$ cat src/rtl/bg_scroll_renderer.sv
// Scrolling, down-scaled background renderer: beam position -> index ROM address -> palette RGB.
// Macro BG_WRAP_EN: when defined, source coordinates wrap; when undefined, out-of-range pixels render black.
module bg_scroll_renderer #(
   parameter int SRC_W       = 320,
   parameter int SRC_H       = 240,
   parameter int SCALE_SHIFT = 1,
   parameter int IDX_W       = 5,
   parameter int ROM_LAT     = 1,
   parameter int ADDR_W      = 17
) (
   input  logic                       vga_clk,
   input  logic                       reset_n,
   input  logic [9:0]                 DrawX,
   input  logic [9:0]                 DrawY,
   input  logic                       blank,
   input  logic                       scroll_valid,
   output logic                       scroll_ready,
   input  logic [$clog2(SRC_W)-1:0]   scroll_x,
   input  logic [$clog2(SRC_H)-1:0]   scroll_y,
   input  logic                       scroll_auto,
   input  logic [3:0]                 scroll_vel,
   output logic                       scroll_err,
   output logic [ADDR_W-1:0]          rom_addr,
   input  logic [IDX_W-1:0]           rom_q,
   output logic [IDX_W-1:0]           pal_index,
   input  logic [3:0]                 pal_red,
   input  logic [3:0]                 pal_green,
   input  logic [3:0]                 pal_blue,
   output logic [3:0]                 red,
   output logic [3:0]                 green,
   output logic [3:0]                 blue
);

   localparam int XW = $clog2(SRC_W);
   localparam int YW = $clog2(SRC_H);
   localparam int MW = (XW > YW) ? XW : YW;
   localparam int SW = ((MW > 10) ? MW : 10) + 1;

   localparam logic signed [XW+1:0] W_S  = (XW+2)'(SRC_W);
   localparam logic [XW:0]          W_X1 = (XW+1)'(SRC_W);
   localparam logic [YW:0]          H_Y1 = (YW+1)'(SRC_H);
   localparam logic [SW-1:0]        W_SW = SW'(SRC_W);
   localparam logic [SW-1:0]        H_SW = SW'(SRC_H);
   localparam logic [ADDR_W-1:0]    W_A  = ADDR_W'(SRC_W);

   logic [XW-1:0] off_x, pend_x, nxt_x;
   logic [YW-1:0] off_y, pend_y, nxt_y;
   logic          auto_en, pend_auto, nxt_auto;
   logic [3:0]    vel, pend_vel, nxt_vel;
   logic          pend_valid;

   logic          fs;
   logic          accept;
   logic          bad;
   logic signed [XW+1:0] adv;
   logic [XW-1:0] adv_w;

   logic [SW-1:0] sum_x, sum_y;
   logic          over_x, over_y;
   logic [XW-1:0] sx;
   logic [YW-1:0] sy;
   logic          border;
   logic [ADDR_W-1:0] addr_c;

   logic [ROM_LAT:0] blank_d;
   logic [ROM_LAT:0] border_d;

   assign fs           = (DrawX == 10'd0) && (DrawY == 10'd0);
   assign scroll_ready = !pend_valid;
   assign accept       = scroll_valid && !pend_valid;
   assign bad          = ({1'b0, scroll_x} >= W_X1) || ({1'b0, scroll_y} >= H_Y1);
   assign pal_index    = rom_q;

   // Signed auto-scroll step; |vel| <= 8 so one correction in either direction suffices.
   always_comb begin
      adv = $signed({2'b00, off_x}) + $signed({{(XW-2){scroll_vel_sign(vel)}}, vel});
      if (adv[XW+1])
         adv_w = XW'(adv + W_S);
      else if (adv >= W_S)
         adv_w = XW'(adv - W_S);
      else
         adv_w = XW'(adv);
   end

   function automatic logic scroll_vel_sign(input logic [3:0] v);
      return v[3];
   endfunction

   // Offsets as seen by the current pixel: the FS pixel already uses the committed values.
   always_comb begin
      nxt_x    = off_x;
      nxt_y    = off_y;
      nxt_auto = auto_en;
      nxt_vel  = vel;
      if (fs && pend_valid) begin
         nxt_x    = pend_x;
         nxt_y    = pend_y;
         nxt_auto = pend_auto;
         nxt_vel  = pend_vel;
      end else if (fs && auto_en) begin
         nxt_x = adv_w;
      end
   end

   always_comb begin
      sum_x  = SW'(DrawX >> SCALE_SHIFT) + SW'(nxt_x);
      sum_y  = SW'(DrawY >> SCALE_SHIFT) + SW'(nxt_y);
      over_x = (sum_x >= W_SW);
      over_y = (sum_y >= H_SW);
`ifdef BG_WRAP_EN
      sx     = XW'(over_x ? sum_x - W_SW : sum_x);
      sy     = YW'(over_y ? sum_y - H_SW : sum_y);
      border = 1'b0;
`else
      sx     = XW'(sum_x);
      sy     = YW'(sum_y);
      border = over_x || over_y;
`endif
      if (border)
         addr_c = '0;
      else
         addr_c = ADDR_W'(sy) * W_A + ADDR_W'(sx);
   end

   always_ff @(posedge vga_clk or negedge reset_n) begin
      if (!reset_n) begin
         off_x      <= '0;
         off_y      <= '0;
         auto_en    <= 1'b0;
         vel        <= '0;
         pend_valid <= 1'b0;
         pend_x     <= '0;
         pend_y     <= '0;
         pend_auto  <= 1'b0;
         pend_vel   <= '0;
         scroll_err <= 1'b0;
      end else begin
         off_x      <= nxt_x;
         off_y      <= nxt_y;
         auto_en    <= nxt_auto;
         vel        <= nxt_vel;
         scroll_err <= accept && bad;
         if (fs && pend_valid) begin
            pend_valid <= 1'b0;
         end else if (accept && !bad) begin
            pend_valid <= 1'b1;
            pend_x     <= scroll_x;
            pend_y     <= scroll_y;
            pend_auto  <= scroll_auto;
            pend_vel   <= scroll_vel;
         end
      end
   end

   always_ff @(posedge vga_clk or negedge reset_n) begin
      if (!reset_n) begin
         rom_addr <= '0;
         blank_d  <= '0;
         border_d <= '0;
         red      <= '0;
         green    <= '0;
         blue     <= '0;
      end else begin
         rom_addr <= addr_c;
         blank_d  <= {blank_d[ROM_LAT-1:0], blank};
         border_d <= {border_d[ROM_LAT-1:0], border};
         if (blank_d[ROM_LAT] && !border_d[ROM_LAT]) begin
            red   <= pal_red;
            green <= pal_green;
            blue  <= pal_blue;
         end else begin
            red   <= '0;
            green <= '0;
            blue  <= '0;
         end
      end
   end

endmodule

$ cat config.mk
export PLATFORM = sky130hd
export DESIGN_NAME = bg_scroll_renderer
export DESIGN_NICKNAME = d
export VERILOG_FILES = /design/src/rtl/bg_scroll_renderer.sv
export SDC_FILE = /design/constraint.sdc
export NUM_CORES = 1
export LEC_CHECK = 0
export CAP_MARGIN = 10
export CORE_MARGIN = 1
export CORE_UTILIZATION = 52
export DETAILED_ROUTE_END_ITERATION = 16
export PLACE_DENSITY_LB_ADDON = 0.2
export SYNTH_ARGS = -nofsm -noshare
export SYNTH_HDL_FRONTEND = slang
export SYNTH_SLANG_ARGS = --single-unit
$ cat constraint.sdc
create_clock -name vga_clk -period 6.9 [get_ports vga_clk]
set_input_delay 2.07 -clock vga_clk [delete_from_list [all_inputs] [get_ports vga_clk]]
set_output_delay 2.07 -clock vga_clk [all_outputs]
set_load 0.01 [all_outputs]
# Word-level counts from Yosys, hierarchy flattened
# Index checks and enable logic that the tools add are counted.
word_totals:
  wordCells: 56
  out_inout_bits: 36
  in_bits: 63
  reg_bits: 79
op_classes:
  mul: 1
  order_cmp: 5
  add_sub_neg: 6
  mux: 11
  reduce_logical: 16
  n_bitwise: 1
op_table:
  columns: ["op", "n"]
  rows:
  - ["$mux W9", 4]
  - ["$logic_not A10 Y1", 2]
  - ["$add A17 B9 Y17", 1]
  - ["$mux W17", 1]
  - ["$mux W4", 3]
  - ["$add A10 B4 Y11", 1]
  - ["$ge A11 B10 Y1 const B", 1]
  - ["$mul A8 B3 Y11 const B", 1]
  - ["$add A9 B8 Y10", 1]
  - ["$add A9 B9 Y10", 1]
  - ["$ge A10 B8 Y1 const B", 1]
  - ["$ge A10 B9 Y1 const B", 1]
  - ["$add A9 B9 Y9 const B", 1]
  - ["$ge A9 B9 Y1 const B", 1]
  - ["$sub A9 B9 Y9 const B", 1]
  - ["$ge A8 B8 Y1 const B", 1]
  - ["$mux W8", 1]
  - ["$logic_and A1 B1 Y1", 7]
  - ["$logic_not A1 Y1", 3]
  - ["$logic_or A1 B1 Y1", 2]
  - ["$mux W1", 2]
  - ["$reduce_and A2 Y1", 1]
  - ["$reduce_bool A2 Y1", 1]
  - ["$not A1 Y1", 1]

# Logic depth before layout (Yosys ltp)
# Gate-level depths: netlist (run 1).
depth:
  ltp_word: 10
  ltp_mapped: 28
  depth_no_buf: 28

# Worst setup path after synthesis (run 1)
# No wires, ideal clock.
synth_path:
  path_type: "input-to-reg"
  start: "in DrawY[2]"
  end: "reg rom_addr[16]"
  arrival_time_ns: 6.556
  path_buffers: 1
  t_required_ns: 6.821
  setup_time_ns: 0.079
  cell_stages: 25
  setup_slack_ns: 0.265
  path_cell_list: "nor4_1 > nand3_1 > nor3_1 > clkbuf_1 > nand2_1 > o21ai_0 > ha_1 > inv_1 > fa_1 > nor2b_1 > o21ai_0 > a21o_1 > nand3b_1 > xor2_1 > ha_1 > inv_1 > fa_1 > nor2b_1 > o21ai_0 > nor3b_1 > nand2_1 > o31ai_1 > a21oi_1 > a21o_1 > a21oi_1"
synth_via:
  elab_chain_len: 9
  word_cells_on_any_way: 15
  classes_between: "3 x add/sub; 1 x mul; 2 x order compare; 4 x mux; 5 x reduce/logical"
synth_rtl:
  columns: ["element", "line", "source"]
  rows:
  - ["start, declared", "14", "input logic [9:0] DrawY,"]
  - ["$logic_not A10 Y1 *", "68", "assign fs = (DrawX == 10'd0) && (DrawY == 10'd0);"]
  - ["$logic_and A1 B1 Y1 *", "68", null]
  - ["$logic_and A1 B1 Y1", "100", "end else if (fs && auto_en) begin"]
  - ["$mux W9", "100", null]
  - ["$mux W9 *", "95", "if (fs && pend_valid) begin"]
  - ["named net nxt_x[0]", "46", "logic [XW-1:0] off_x, pend_x, nxt_x;"]
  - ["$add A9 B9 Y10 *", "106", "sum_x = SW'(DrawX >> SCALE_SHIFT) + SW'(nxt_x);"]
  - ["branches (longest 2 deep; another with $add A17 B9 Y17)", null, null]
  - ["$mux W17 *", "119", "if (border)"]
  - ["named net addr_c[16]", "63", "logic [ADDR_W-1:0] addr_c;"]
  - ["end signal, assigned", "164", "rom_addr <= addr_c;"]
  - ["end, declared", "23", "output logic [ADDR_W-1:0] rom_addr,"]
# Mark *: on every way through the listed nets, which the timed path passes.
# A chain may end at the register's enable or synchronous reset.

# Worst setup path after layout (run 1)
layout_path:
  start: "in DrawY[2]"
  end: "reg rom_addr[16]"
layout_via:
  word_cells_on_any_way: 15
  classes_between: "3 x add/sub; 1 x mul; 2 x order compare; 4 x mux; 5 x reduce/logical"
layout_lines:
  columns: ["element", "line", "source"]
  rows:
  - ["$logic_not A10 Y1 *", "68", null]
  - ["$logic_and A1 B1 Y1 *", "68", null]
  - ["$logic_and A1 B1 Y1 *", "95", null]
  - ["$mux W8 *", "95", null]
  - ["named net nxt_y[3]", "47", "logic [YW-1:0] off_y, pend_y, nxt_y;"]
  - ["$add A9 B8 Y10 *", "107", "sum_y = SW'(DrawY >> SCALE_SHIFT) + SW'(nxt_y);"]
  - ["$mul A8 B3 Y11 / $ge A10 B8 Y1 (equally long branches)", "122, 109", null]
  - ["$add A17 B9 Y17 / $logic_or A1 B1 Y1 (equally long branches)", "122, 117", null]
  - ["$mux W17 *", "119", null]
  - ["named net addr_c[16]", "63", null]
# Mark *: on every way through the listed nets, which the timed path passes. The rest lies on a longest branch.

==> flow_metrics.py, run 1 <==
metrics = {
    "synthesis": {
        "yosysTopAreaCellShare_pct": 41.4,
        "yosys_warnings": 0,
        "synthTopCellsByArea": "dfrtp_1 (41%), ha_1 (12%), mux2_2 (5.4%)",
        "synth.most_common_cell": "dfrtp_1",
        "ys_ff_latch": 79,
        "syn_nets": 586,
        "synth_commonest_cells": "dfrtp_1 (79), nand2_1 (66), ha_1 (46)",
        "yosysUniqueCellTypes": 53,
        "avgSynthCellArea_um2": 10.1,
        "netlist_instances": 472,
        "synthArstFlopShare_pct": 100,
        "yosys.area.top_type": "dfrtp_1",
        "synth-seq-area-share_pct": 41.4,
        "synth_edf_count": 0,
        "yosys_most_used_dff": "dfrtp_1",
        "synth_area_um2": 4770,
    },
    "placement": {
        "dp_hpwl_um": 8840,
        "place_ws_ns": -0.353,
        "port_buffers": 88,
        "globalplace.congestion": 0.937,
    },
    "global_routing": {
        "grt_remaining_overflow": 0,
        "antenna_found_initial": 0,
        "track_usage_pct": 25.1,
        "grt_pass1_vias": 4142,
        "grt_pass1_wl_um": 19000,
        "grt_max_degree": 80,
    },
    "floorplan": {
        "core_area_um2": 8810,
        "die_w_um": 97.8,
        "start_util_pct": 54.2,
        "io_pins": 99,
        "die-area_um2": 9560,
        "rows": 34,
        "die_h_um": 97.8,
    },
    "clock_tree": {
        "clk_path_buf_depth": 2,
        "htree_levels": 3,
        "clk_latency_ns": 0.36,
        "numCtsBuffers": 9,
        "cts.sink_count": 79,
        "clk_pin_slew_ns": 0.09,
        "cts_resized": 0,
        "post_cts_buffers": 0,
        "cts_hold_buf": 0,
        "cts_root_buf": "clkbuf_8",
        "cts_tree": "done",
    },
    "timing": {
        "setup_violations": 0,
        "setup_ws_ns": 0.201,
        "tightest_slew_ns": 0.997,
        "slew_violations": 0,
        "fmax_ghz": 0.149,
        "fin_hold_ws_ns": 0.360,
        "finalCriticalPeriod_ns": 6.70,
        "hold_viol": 0,
        "worst_clock_skew_ns": 0.0129,
        "finalCritPeriodShare_pct": 97.1,
        "slew_headroom_pct": 33.5,
    },
    "finish": {
        "nNetsFinal": 727,
        "area_growth_pct": 36.2,
        "fill_cells": 653,
        "layout-drive-gt1-share_pct": 21.2,
        "n_antenna_cell": 0,
    },
    "outcome": {
        "status": "finished with violations",
        "violations": "design-rule violations",
    },
    "detailed_routing": {
        "wl_per_cell_um": 16.3,
        "drtPass1Iterations": 10,
        "vias": 4013,
        "drc_errors": 10,
        "vias_per_cell": 5.53,
        "ant_nets": 0,
        "drt_iter0_markers": 136,
        "wl_um": 11800,
    },
    "critical_path": {
        "setup.worst_path.start_class": "input pin",
        "endpoint_kind": "register",
        "worst_ep_required_time_ns": 7.17,
        "cp_data_arrival_time_ns": 6.97,
        "crit_type": "in -> reg",
        "cp-startpoint": "DrawY[2]",
        "r2r-start": "off_x[0]",
        "crit_fanout": 7,
    },
    "power_and_ir_drop": {
        "ir_drop_v": 0.000114,
        "power.density_nw_per_um2": 161,
        "p_leak_uw": 0.00318,
    },
    "hold_path": {
        "holdCritPathClass": "reg -> reg",
        "hp-start": "blank_d[0]",
    },
    "flow_run": {
        "cap_violations": 0,
    },
}
[metal layers]
metal,up-vias,track usage [%],share of wire (%)
li1,1922,-,-
met5,-,0,0
met3,33,3.36,3.4
met1,1960,29.8,41
met2,98,45.6,52
met4,0,11.0,2.8
[cell usage in the layout, fill, tap and decap left out, drive strengths merged, types with 3 or more instances in the layout]
cell type,netlist,final
or2,3,3
nand4,5,5
mux2i,8,8
o21ai,25,25
nor3,10,10
and2,12,12
xor2,7,7
mux2,23,23
nand2,66,66
clkdlybuf4s50,0,87
buf,6,56
nor2b,11,11
ha,46,46
nor4,7,7
nand2b,4,4
or3,3,3
clkbuf,7,10
dfrtp,79,79
nand3,4,4
xnor2,21,21
and3,4,4
o21a,4,4
a21o,10,10
fa,5,5
inv,23,26
a21oi,20,20
nor2,29,29
[worst max-delay path, stage by stage]
cell and delay, ns:
clkdlybuf4s50_1 0.45, nor4_2 0.33, nand3_2 0.18, buf_6 0.16, nor3_4 0.18, buf_6 0.15
buf_4 0.15, buf_4 0.14, nand2_1 0.06, nand2_1 0.11, ha_1 0.26, a21oi_1 0.17
nor2b_1 0.06, a311o_1 0.38, xor2_2 0.21, ha_1 0.32, ha_4 0.27, nor2b_1 0.12
o21ai_0 0.17, nand2b_1 0.14, a31o_2 0.28, o31ai_2 0.20, a21oi_1 0.09, a21o_1 0.17
a21oi_1 0.14
[final cells by class]
type | instances | area (µm²) | area share, %
tap | 108 | 135 | 2.08
multi-input combinational | 357 | 2780 | 42.8
timing repair buffer | 143 | 1310 | 20.1
inverter | 23 | 86.3 | 1.33
clock inverter | 6 | 75.1 | 1.16
sequential | 79 | 1980 | 30.4
clock buffer | 10 | 138 | 2.12
[registers in the layout, summed over array words and instances (netlist names), 8 cells and up]
name and count:
off_x 9, rom_addr 17, pend_x 9, pend_y 8, off_y 8
[logic make-up (layout without fill, tap and decap cells)]
group	Yosys count	after routing	share of synthesized area [%]
simple gates	165	165	17.0
buf+inv	36	182	3.30
xor+xnor	28	28	5.14
flops	79	79	41.4
fa+ha+maj	51	51	14.2
mux	31	31	7.11
compound gates	82	82	11.9
[path summary, 6_finish.rpt]
check                                     to  cells past startpoint  slack (ns)
min in group asynchronous          pend_x[7]                      1        1.86
worst max register to register  rom_addr[16]                     27        0.34
worst max-delay path            rom_addr[16]                     25        0.20
worst min register to register    blank_d[1]                      0        0.36
max in group asynchronous           off_x[7]                      1        4.37
worst min-delay path              blank_d[1]                      0        0.36
[per-stage QoR]
| step | std cells | util (%) | power (µW) | setup TNS [ns] | cell area, µm² |
|---|---|---|---|---|---|
| after floorplan | 472 | - | 565 | 0 | 4770 |
| after global placement | 709 | 69.6 | 662 | -0.185 | 6120 |
| after detailed placement | 709 | 69.6 | 665 | -0.688 | 6120 |
| after CTS | 725 | 72.0 | 1030 | 0 | 6340 |
| after global routing | 726 | 73.8 | 1090 | -0.127 | 6500 |
| final | 726 | 73.8 | 1040 | 0 | 6500 |
[power by group]
group / total, µW / switching, µW / internal [µW] / leakage [µW]
Sequential: 478 / 3.37 / 474 / 0.00107
Combinational: 194 / 85.0 / 109 / 0.00200
Clock: 372 / 190 / 183 / 0.000105
(Power assumes the default switching activity.)
==> inputs of run 2 (changes only) <==
--- a/config.mk
+++ b/config.mk
@@ -7,7 +7,7 @@
 export LEC_CHECK = 0
 export CAP_MARGIN = 10
 export CORE_MARGIN = 1
-export CORE_UTILIZATION = 52
+export CORE_UTILIZATION = 47
 export DETAILED_ROUTE_END_ITERATION = 16
 export PLACE_DENSITY_LB_ADDON = 0.2
 export SYNTH_ARGS = -nofsm -noshare
==> flow_metrics.py, run 2 (synthesis results as in run 1) <==
metrics = {
    "finish": {
        "nNetsFinal": 744,
        "fill_cells": 794,
        "top_register": "rom_addr",
        "reg.largest.list": "rom_addr: 17 flops, off_x: 9 flops, pend_x: 9 flops",
        "layout-drive-gt1-share_pct": 21.9,
        "largest_reg_flops": 17,
        "final_common_cell": "clkdlybuf4s50_1",
        "area_growth_pct": 37.5,
        "n_antenna_cell": 0,
        "mostFrequentLayoutCells": "clkdlybuf4s50_1 (87), dfrtp_1 (79), buf_4 (72)",
    },
    "timing": {
        "slew_headroom_pct": 33.9,
        "tightest_slew_ns": 0.992,
        "finalCriticalPeriod_ns": 6.66,
        "fmax_ghz": 0.150,
        "setup_ws_ns": 0.240,
        "slew_violations": 0,
        "worst_clock_skew_ns": 0.0154,
        "finalCritPeriodShare_pct": 96.5,
        "hold_viol": 0,
        "setup_violations": 0,
        "tns_ns": 0,
    },
    "detailed_routing": {
        "drc_errors": 0,
        "ant_nets": 0,
        "wl_um": 11700,
        "wl_per_cell_um": 15.3,
        "drt_iter0_markers": 111,
        "vias_per_cell": 5.16,
        "drtPass1Iterations": 4,
        "vias": 3962,
    },
    "hold_path": {
        "whs_path_depth": 0,
        "worstHoldEndpoint": "blank_d[1]",
        "hp-start": "blank_d[0]",
        "holdCritPathClass": "reg -> reg",
    },
    "global_routing": {
        "track_usage_pct": 23.2,
        "grt_pass1_vias": 3994,
        "grt_max_degree": 80,
        "grt_pass1_wl_um": 18700,
        "grt_remaining_overflow": 0,
        "antenna_found_initial": 0,
    },
    "floorplan": {
        "rows": 36,
        "die_w_um": 103,
        "die-area_um2": 10600,
        "core_area_um2": 9820,
        "die_h_um": 103,
        "io_pins": 99,
        "start_util_pct": 48.6,
    },
    "clock_tree": {
        "numCtsBuffers": 9,
        "cts_root_buf": "clkbuf_8",
        "clk_path_buf_depth": 2,
        "cts.sink_count": 79,
        "clk_latency_ns": 0.36,
        "cts_hold_buf": 0,
        "cts_tree": "done",
        "clk_pin_slew_ns": 0.10,
        "htree_levels": 3,
    },
    "flow_run": {
        "cap_violations": 0,
    },
    "critical_path": {
        "crit_fanout": 4,
        "r2r-end": "rom_addr[16]",
        "endpoint_kind": "register",
        "ff2ff_setup_slack_ns": 0.36,
        "setup.worst_path.start_class": "input pin",
        "reg2reg_depth": 27,
        "r2r-start": "off_x[0]",
        "worst_ep_required_time_ns": 7.18,
        "crit_type": "in -> reg",
        "cp_data_arrival_time_ns": 6.94,
    },
    "outcome": {
        "status": "complete, no violations",
    },
    "power_and_ir_drop": {
        "power.density_nw_per_um2": 158,
        "p_leak_uw": 0.00324,
        "ir_drop_v": 0.000142,
    },
    "placement": {
        "globalplace.congestion": 0.875,
        "place_ws_ns": -0.406,
        "port_buffers": 88,
        "dp_hpwl_um": 8800,
    },
}
==> run 2: cell types whose count changed in the layout (fill, tap and decap cells not counted), sizes merged <==
| cell | change |
|---|---|
| buf | +17 |
| clkbuf | -1 |
| clkinv | -1 |
| inv | +2 |
==> run 2: metal layers <==
layer | part of all wire, % | track usage (%)
met5 | 0 | 0
met4 | 2.1 | 8.45
met3 | 4.9 | 5.08
met2 | 48 | 38.5
met1 | 45 | 29.8
==> run 2: how the worst max path moves through the flow <==
stage,startpoint,endpoint,slack (ns),cells after the start
floorplan,DrawY[2],rom_addr[16],0.27,25
global placement,DrawX[9],rom_addr[16],-0.16,27
detailed placement,DrawY[3],rom_addr[16],-0.41,27
CTS,DrawY[3],rom_addr[16],0.06,27
global route,DrawX[9],rom_addr[16],-0.11,27
finish,DrawY[2],rom_addr[16],0.24,27
==> run 2: critical path, cell delays in order <==
cell             delay [ns]
clkdlybuf4s50_1        0.43
nor4_1                 0.28
buf_4                  0.15
nand3_1                0.14
nor2_2                 0.15
nand2_1                0.10
mux2i_1                0.13
o21ai_1                0.22
ha_2                   0.23
inv_1                  0.05
fa_2                   0.35
nor2b_2                0.16
o21ai_1                0.10
a21o_1                 0.20
nand3b_1               0.13
xor2_2                 0.18
ha_1                   0.19
inv_1                  0.06
fa_1                   0.39
nor2b_1                0.17
o21ai_1                0.11
nor3b_2                0.23
nand2_2                0.11
o31ai_2                0.19
a21oi_1                0.10
a21o_1                 0.18
a21oi_1                0.14
==> run 2: timing repair <==
item	in CTS	in global routing
buffers inserted	0	5
pin swaps	0	6
endpoints found under the hold margin	0	0
gates resized for setup	2	19
endpoints found under the setup margin	1	4
==> run 2: per-stage QoR <==
| stage | hold slack, ns | cell area (µm²) | total power (µW) | util, % | instances |
|---|---|---|---|---|---|
| 2_1_floorplan | 0.331 | 4770 | 565 | - | 472 |
| 4_1_cts | 0.361 | 6470 | 1040 | 65.9 | 763 |
| 5_1_grt | 0.365 | 6560 | 1080 | 66.8 | 768 |
| 3_3_place_gp | 0.335 | 6250 | 670 | 63.7 | 747 |
| 3_5_place_dp | 0.340 | 6250 | 673 | 63.7 | 747 |
| 6_report | 0.361 | 6560 | 1040 | 66.8 | 768 |
==> run 2: power breakdown <==
group	internal [µW]	leakage, µW	switching [µW]
Sequential	474	0.00107	3.52
Combinational	112	0.00207	82.3
Clock	175	0.000103	193
Total	761	0.00324	279
==> run 2: cell type report <==
cell class              instances  area, µm²  share of cell area [%]
clock buffers                   9        124                    1.89
well taps                     133        166                    2.54
repair buffers                160       1420                    21.7
flip-flops and latches         79       1980                    30.1
clock inverters                 7       83.8                    1.28
multi-input cells             357       2700                    41.2
inverters                      23       86.3                    1.32
